`src/rtl/dcp_pkg.sv`:
```
// Shared types for the DCP TLB responder: FSM states, widths and the entry layout.
// DCP_VADDR sets the virtual address width; vpn/ppn width is DCP_VADDR-12 (4 KiB pages).
`ifndef DCP_VADDR
`define DCP_VADDR 40
`endif

package dcp_pkg;

    localparam int unsigned TLB_VPN_W = `DCP_VADDR - 12;

    typedef enum logic [1:0] {
        IDLE = 2'd0,
        WREQ = 2'd1,
        WAIT = 2'd2,
        ACK  = 2'd3
    } tlb_state_e;

    typedef struct packed {
        logic                 valid;
        logic [TLB_VPN_W-1:0] vpn;
        logic [TLB_VPN_W-1:0] ppn;
    } tlb_entry_t;

endpackage

```
`src/rtl/dcp_tlb_cam.sv`:
```
// Fully-associative TLB entry array: parallel vpn compare, fill into the first free
// entry or the round-robin victim, and single-cycle flush of all valid bits.
module dcp_tlb_cam
    import dcp_pkg::*;
#(
    parameter int unsigned ENTRIES = 4,
    parameter int unsigned VPN_W   = TLB_VPN_W
) (
    input  logic             clk,
    input  logic             rst_n,
    input  logic             flush,
    input  logic [VPN_W-1:0] lookup_vpn,
    output logic             hit_c,
    output logic [VPN_W-1:0] hit_ppn_c,
    input  logic             fill_en,
    input  logic [VPN_W-1:0] fill_vpn,
    input  logic [VPN_W-1:0] fill_ppn
);

    localparam int unsigned IDX_W = $clog2(ENTRIES);

    logic [ENTRIES-1:0] valid;
    logic [VPN_W-1:0]   vpn_q [ENTRIES];
    logic [VPN_W-1:0]   ppn_q [ENTRIES];
    logic [IDX_W-1:0]   victim;
    logic [IDX_W-1:0]   fill_idx_c;
    logic               free_found_c;

    // Vpns are unique in the array, so OR-merging matching ppns yields the single hit.
    always_comb begin
        hit_c     = 1'b0;
        hit_ppn_c = '0;
        for (int i = 0; i < int'(ENTRIES); i++) begin
            if (valid[i] && (vpn_q[i] == lookup_vpn)) begin
                hit_c     = 1'b1;
                hit_ppn_c = hit_ppn_c | ppn_q[i];
            end
        end
    end

    // Lowest-numbered invalid entry wins; otherwise the victim pointer is used.
    always_comb begin
        fill_idx_c   = victim;
        free_found_c = 1'b0;
        for (int i = int'(ENTRIES) - 1; i >= 0; i--) begin
            if (!valid[i]) begin
                fill_idx_c   = IDX_W'(i);
                free_found_c = 1'b1;
            end
        end
    end

    always_ff @(posedge clk or negedge rst_n) begin
        if (!rst_n) begin
            valid  <= '0;
            victim <= '0;
            for (int i = 0; i < int'(ENTRIES); i++) begin
                vpn_q[i] <= '0;
                ppn_q[i] <= '0;
            end
        end else if (flush) begin
            valid  <= '0;
            victim <= '0;
        end else if (fill_en) begin
            valid[fill_idx_c] <= 1'b1;
            vpn_q[fill_idx_c] <= fill_vpn;
            ppn_q[fill_idx_c] <= fill_ppn;
            if (!free_found_c) begin
                victim <= victim + IDX_W'(1);
            end
        end
    end

endmodule

```
`src/rtl/dcp_tlb_responder.sv`:
```
// Responder end of the DCP valid-ack TLB interface with a small TLB in front of the PTW.
// Define DCP_TLB_STATS_EN to add saturating hit/miss counters (stat_hits, stat_misses).
module dcp_tlb_responder
    import dcp_pkg::*;
#(
    parameter int unsigned ENTRIES = 4,
    parameter int unsigned VPN_W   = TLB_VPN_W
) (
    input  logic             clk,
    input  logic             rst_n,
    input  logic             tlb_valid,
    input  logic [VPN_W-1:0] tlb_vpn,
    output logic             tlb_ack,
    output logic [VPN_W-1:0] tlb_ppn,
    input  logic             flush,
    output logic             ptw_req_val,
    input  logic             ptw_req_rdy,
    output logic [VPN_W-1:0] ptw_req_vpn,
    input  logic             ptw_resp_val,
    input  logic [VPN_W-1:0] ptw_resp_ppn
`ifdef DCP_TLB_STATS_EN
    ,
    output logic [31:0]      stat_hits,
    output logic [31:0]      stat_misses
`endif
);

    tlb_state_e       state_q, state_d;
    logic             ack_d;
    logic [VPN_W-1:0] ppn_d;
    logic             preq_val_d;
    logic [VPN_W-1:0] preq_vpn_d;
    logic             flushed_q, flushed_d;
    logic             fill_en_c;
    logic             cam_hit_c;
    logic [VPN_W-1:0] cam_ppn_c;

    dcp_tlb_cam #(
        .ENTRIES (ENTRIES),
        .VPN_W   (VPN_W)
    ) u_cam (
        .clk        (clk),
        .rst_n      (rst_n),
        .flush      (flush),
        .lookup_vpn (tlb_vpn),
        .hit_c      (cam_hit_c),
        .hit_ppn_c  (cam_ppn_c),
        .fill_en    (fill_en_c),
        .fill_vpn   (ptw_req_vpn),
        .fill_ppn   (ptw_resp_ppn)
    );

    // ptw_req_vpn doubles as the latched request vpn used for the fill.
    // A flush seen during a walk marks its result stale so it is acked but not cached.
    always_comb begin
        state_d    = state_q;
        ack_d      = 1'b0;
        ppn_d      = tlb_ppn;
        preq_val_d = ptw_req_val;
        preq_vpn_d = ptw_req_vpn;
        flushed_d  = flushed_q;
        fill_en_c  = 1'b0;
        if (flush && (state_q != IDLE)) begin
            flushed_d = 1'b1;
        end
        case (state_q)
            IDLE: begin
                if (tlb_valid) begin
                    if (cam_hit_c && !flush) begin
                        state_d = ACK;
                        ack_d   = 1'b1;
                        ppn_d   = cam_ppn_c;
                    end else begin
                        state_d    = WREQ;
                        preq_val_d = 1'b1;
                        preq_vpn_d = tlb_vpn;
                        flushed_d  = 1'b0;
                    end
                end
            end
            WREQ: begin
                if (ptw_req_rdy) begin
                    state_d    = WAIT;
                    preq_val_d = 1'b0;
                end
            end
            WAIT: begin
                if (ptw_resp_val) begin
                    state_d   = ACK;
                    ack_d     = 1'b1;
                    ppn_d     = ptw_resp_ppn;
                    fill_en_c = !flush && !flushed_q;
                end
            end
            ACK:     state_d = IDLE;
            default: state_d = IDLE;
        endcase
    end

    always_ff @(posedge clk or negedge rst_n) begin
        if (!rst_n) begin
            state_q     <= IDLE;
            tlb_ack     <= 1'b0;
            tlb_ppn     <= '0;
            ptw_req_val <= 1'b0;
            ptw_req_vpn <= '0;
            flushed_q   <= 1'b0;
        end else begin
            state_q     <= state_d;
            tlb_ack     <= ack_d;
            tlb_ppn     <= ppn_d;
            ptw_req_val <= preq_val_d;
            ptw_req_vpn <= preq_vpn_d;
            flushed_q   <= flushed_d;
        end
    end

`ifdef DCP_TLB_STATS_EN
    logic hit_accept_c;
    logic miss_accept_c;

    assign hit_accept_c  = (state_q == IDLE) && tlb_valid && cam_hit_c && !flush;
    assign miss_accept_c = (state_q == IDLE) && tlb_valid && !(cam_hit_c && !flush);

    // Saturating counters; flush deliberately leaves them alone.
    always_ff @(posedge clk or negedge rst_n) begin
        if (!rst_n) begin
            stat_hits   <= '0;
            stat_misses <= '0;
        end else begin
            if (hit_accept_c && (stat_hits != 32'hFFFF_FFFF)) begin
                stat_hits <= stat_hits + 32'd1;
            end
            if (miss_accept_c && (stat_misses != 32'hFFFF_FFFF)) begin
                stat_misses <= stat_misses + 32'd1;
            end
        end
    end
`endif

endmodule

```
`config.mk`:
```
export PLATFORM = sky130hd
export DESIGN_NAME = dcp_tlb_responder
export DESIGN_NICKNAME = d
export VERILOG_FILES = /design/src/rtl/dcp_pkg.sv /design/src/rtl/dcp_tlb_cam.sv /design/src/rtl/dcp_tlb_responder.sv
export SDC_FILE = /design/constraint.sdc
export NUM_CORES = 1
export LEC_CHECK = 0
export ABC_AREA = 0
export BUFFER_PORTS_ARGS = -buffer_cell sky130_fd_sc_hd__clkbuf_2
export CAP_MARGIN = 20
export CORE_MARGIN = 2
export CORE_UTILIZATION = 50
export DETAILED_ROUTE_END_ITERATION = 10
export GPL_TIMING_DRIVEN = 0
export PLACE_DENSITY = 0.69
export SYNTH_ARGS = -nofsm -noshare
export SYNTH_HDL_FRONTEND = slang
export SYNTH_HIERARCHICAL = 1
export SYNTH_SLANG_ARGS = --single-unit
export TNS_END_PERCENT = 1
```
`constraint.sdc`:
```
create_clock -name clk -period 5.1 [get_ports clk]
set_input_delay 0 -clock clk [delete_from_list [all_inputs] [get_ports clk]]
set_output_delay 0 -clock clk [all_outputs]
set_load 0.01 [all_outputs]
```
==> summary.md <==
| Metric | Value |
|---|---|
| Outcome | complete, no violations |
| Post-synthesis instance total | 1141 |
| Synth cell count leaders | 291 x dfrtp_1, 224 x mux2_2, 118 x nand3_1, 104 x xnor2_1, 81 x nand4_1 |
| Max cap viols | 0 |
| Clock root buffer | clkbuf_16 |
| Crit path cell chain | xnor2_1 > nand4_1 > nor4_1 > buf_2 > buf_2 > nand2_1 > nand4_1 > nand4b_1 > buf_2 > buf_6 > a31oi_1 > nand3_1 > dlygate4sd3_1 |
| Worst setup EP type | register |
| Leak pwr | 7.828 nW |
| Final Max Slew Viols | 0 |
| CP Class | reg -> reg |
| Final wirelength | 39470 um |
| I/O Buffers | 119 |
| HPWL Detailed | 25990 um |
| Most frequent CP cell | buf_2 |
| Antenna violations before repair | 0 |
| Core Region | 27630 um^2 |
| Clk_skew | 0.01500 ns |
| Post-synthesis compound-gate area fraction | 3.933% |
| H-tree levels | 2 |
| Global routing usage on met2 | 42.51% |
| Max VDD drop | 0.2220 mV |
| Setup crit start kind | register |
| Largest net degree at the start of global routing | 95 |
| Adder-cell share of the synthesized area | less than 1% |
| Vias per inst | 5.949 |
| Max Fclk | 243.6 MHz |
| Wire per inst | 22.36 um |
| N_diodes | 0 |
| Relative slew slack | 43.42% |
| Largest family of logic cells by synthesized area | multiplexers |
| Non-filler cells, final | between 1500 and 2000 |
| Final Wtd Congestion | 0.8173 |
| Post-synth EDFFs | 0 |
| Area Overhead vs Synth | 20.87% |
| Seq/Total Area, Yosys | 52.15% |
| Placed insts | about 1600 |
| DR DRC count | 0 |
| Tmin final | 4.105 ns |
| Crit path max fanout | 10 |
| Clk Latency, worst-skew pair | just over 0.5 ns |
| Initial core utilization | a little over 50% |
| Io pins | 120 |
| Fillers | 2267 |
| PostCTS Resize Cnt | 0 |
| Initial DRC count | between 900 and 1000 |
| Global-route wire length before repair | 60950 um |
| Crit path from | u_cam/vpn_q[104] |
| Crit path DAT | 4.49 ns |
| Antenna viol nets, final | 0 |
| NumNets Final | 1427 |
| Post-Synth XOR/XNOR Area | 6.774% |
| Worst r2r src | u_cam/vpn_q[104] |
| Asr flop ratio synth | 100.0% |
| Yosys warns | 6 |
| FP Rows | 61 |
| Most frequent cell after synthesis | dfrtp_1 |
| Delay-heaviest family, CP | buffers and inverters |
| Syn_area_per_cell | about 12 um^2 |
| Simple-gate share of the synthesized area | between 10% and 20% |
| Post-synthesis register bit count | between 200 and 300 |
| Slowest stage delay, CP | 0.78 ns |
| Post-synth top area share | 52.15% |
| Syn nets | 1206 |
| DRT Pass-1 Iters | 5 |
| Clock tree sinks | 291 |
| Final Hold Viols | 0 |
| Grt met3 use | 4.187% |
| Cells taking the most area after synthesis | dfrtp_1 52%, mux2_2 18%, xnor2_1 6.5% |
| Clock-pin slew on the worst setup and hold paths | 0.06 ns |
| Placed inst area | 15120 um^2 |
| Post-synth top area cell | dfrtp_1 |
| GR met1 Demand/Resource | 39.88% |
| Full die area | 29280 um^2 |
| Final Cycle Share | 80.48% |
| Hold Path Class | in -> async |
| Grt ovf | 0 |
| Critical Path RT | 5.49 ns |
| Pin slew with the least headroom to its limit | 0.8409 ns |
| Cts hold-fix bufs | 63 |
| Slowest-stage cell, CP | nor4_1 |
| Synth Flop Type | dfrtp_1 |
| Pwr dens | slightly above 400 nW/um^2 |
| Via Count | 10500 |
| GRT busiest layer | met2 |
| Post-synthesis cell area | 13960 um^2 |
| Final setup fails | 0 |
| Vias in the first global route | 10600 |
| Fraction of layout cells with a size suffix above 1 | 34.17% |
| Clk buf depth | 3 |
| RSZ-0062 raised after global routing | false |
| Final instance area | 16880 um^2 |
| CP Buf/Inv Count | 5 |
| CTS tree | done |
| Synth cell types | 50 |
| Multiplexer share of the synthesized area | 20.63% |
| Die Wd | 171.1 um |
| Overall routing resource usage | 27.35% |
| CTS buffer count | 34 |
| Setup Buffers After CTS | 0 |
| Die Y-Extent | 171.1 um |
==> metal layers <==
metal | part of all wire, % | vias up
met3 | 6.0 | 65
met1 | 45 | 5435
met2 | 47 | 397
li1 | - | 4603
met4 | 2.0 | 0
met5 | 0 | -
==> kinds of logic after synthesis <==
kind of cell               after synthesis
AOI/OAI and AO/OA                       74
and+or+nand+nor                        303
muxes                                  253
xor gates and xnor gates               108
buffers and inverters                  109
adders and majority gates                3
DFF                                    291
==> placed cells by master (no fill, tap or decap), drive strengths merged <==
cell	count
dfrtp	291
xor2	4
nand2	40
nand3	118
and2b	2
o32a	1
a21o	1
nor3b	29
clkinv	8
dlygate4sd3	63
mux2i	1
a21oi	1
nor2	10
a21boi	2
nand2b	5
o21ai	5
ha	3
a22oi	1
a32oi	28
nor4	7
a2111o	1
inv	13
o211ai	1
o2111ai	2
and3	2
clkbuf	211
nor4b	1
mux2	252
and4b	1
buf	60
nor2b	4
xnor2	104
a31oi	28
nor3	2
o22ai	1
a211oi	1
nand4	81
nand4b	1
o221ai	1
==> per-stage QoR <==
stage / utilization, % / hold slack, ns / TNS, ns / setup WS (ns) / total power, W
2_1_floorplan: - / -0.2956 / 0 / 2.528 / 0.003729
3_3_place_gp: 54.41 / 0.2322 / -662.03 / -2.312 / 0.004320
3_5_place_dp: 54.74 / 0.02165 / 0 / 1.442 / 0.004379
4_1_cts: 61.09 / 0.05122 / 0 / 1.098 / 0.006852
5_1_grt: 61.09 / 0.08125 / 0 / 0.7890 / 0.007115
6_report: 61.09 / 0.03262 / 0 / 0.9954 / 0.006821
==> flip-flops by register name (all words and copies together) (netlist names) <==
signal and count:
ptw_req_vpn 28, u_cam/vpn_q 112, u_cam/ppn_q 112, tlb_ack 1, tlb_ppn 28, flushed_q 1, u_cam/valid 4, ptw_req_val 1
u_cam/victim 2, state_q 2
==> final cells by class <==
cell class / count / area, um^2 / share of cell area, %
inverters: 12 / 45.04 / 0.2669
well taps: 378 / 473.0 / 2.802
plain buffers: 97 / 508.0 / 3.010
clock buffers: 52 / 1072 / 6.353
flip-flops and latches: 291 / 7282 / 43.14
clock inverters: 9 / 51.30 / 0.3039
multi-input cells: 741 / 6130 / 36.32
repair buffers: 185 / 1318 / 7.806
==> power breakdown <==
| part | switching [W] | internal (W) | leakage, nW |
|---|---|---|---|
| Clock | 0.000964 | 0.00145 | 0.565 |
| Combinational | 0.000723 | 0.000644 | 3.34 |
| Sequential | 0.000382 | 0.00266 | 3.93 |
| Total | 0.00207 | 0.00475 | 7.83 |
==> worst paths after layout <==
kind | end | cells past startpoint | slack [ns]
min in group clk | ptw_req_vpn[7] | 3 | 0.27
max in group asynchronous | ptw_req_val | 5 | 3.46
worst max-delay path | tlb_ppn[16] | 13 | 1.0
worst max register to register | tlb_ppn[16] | 13 | 1.0
worst min register to register | u_cam/ppn_q[8] | 1 | 0.51
worst min-delay path | ptw_req_vpn[22] | 2 | 0.03
No activity file was read; power rests on OpenSTA's default activity.
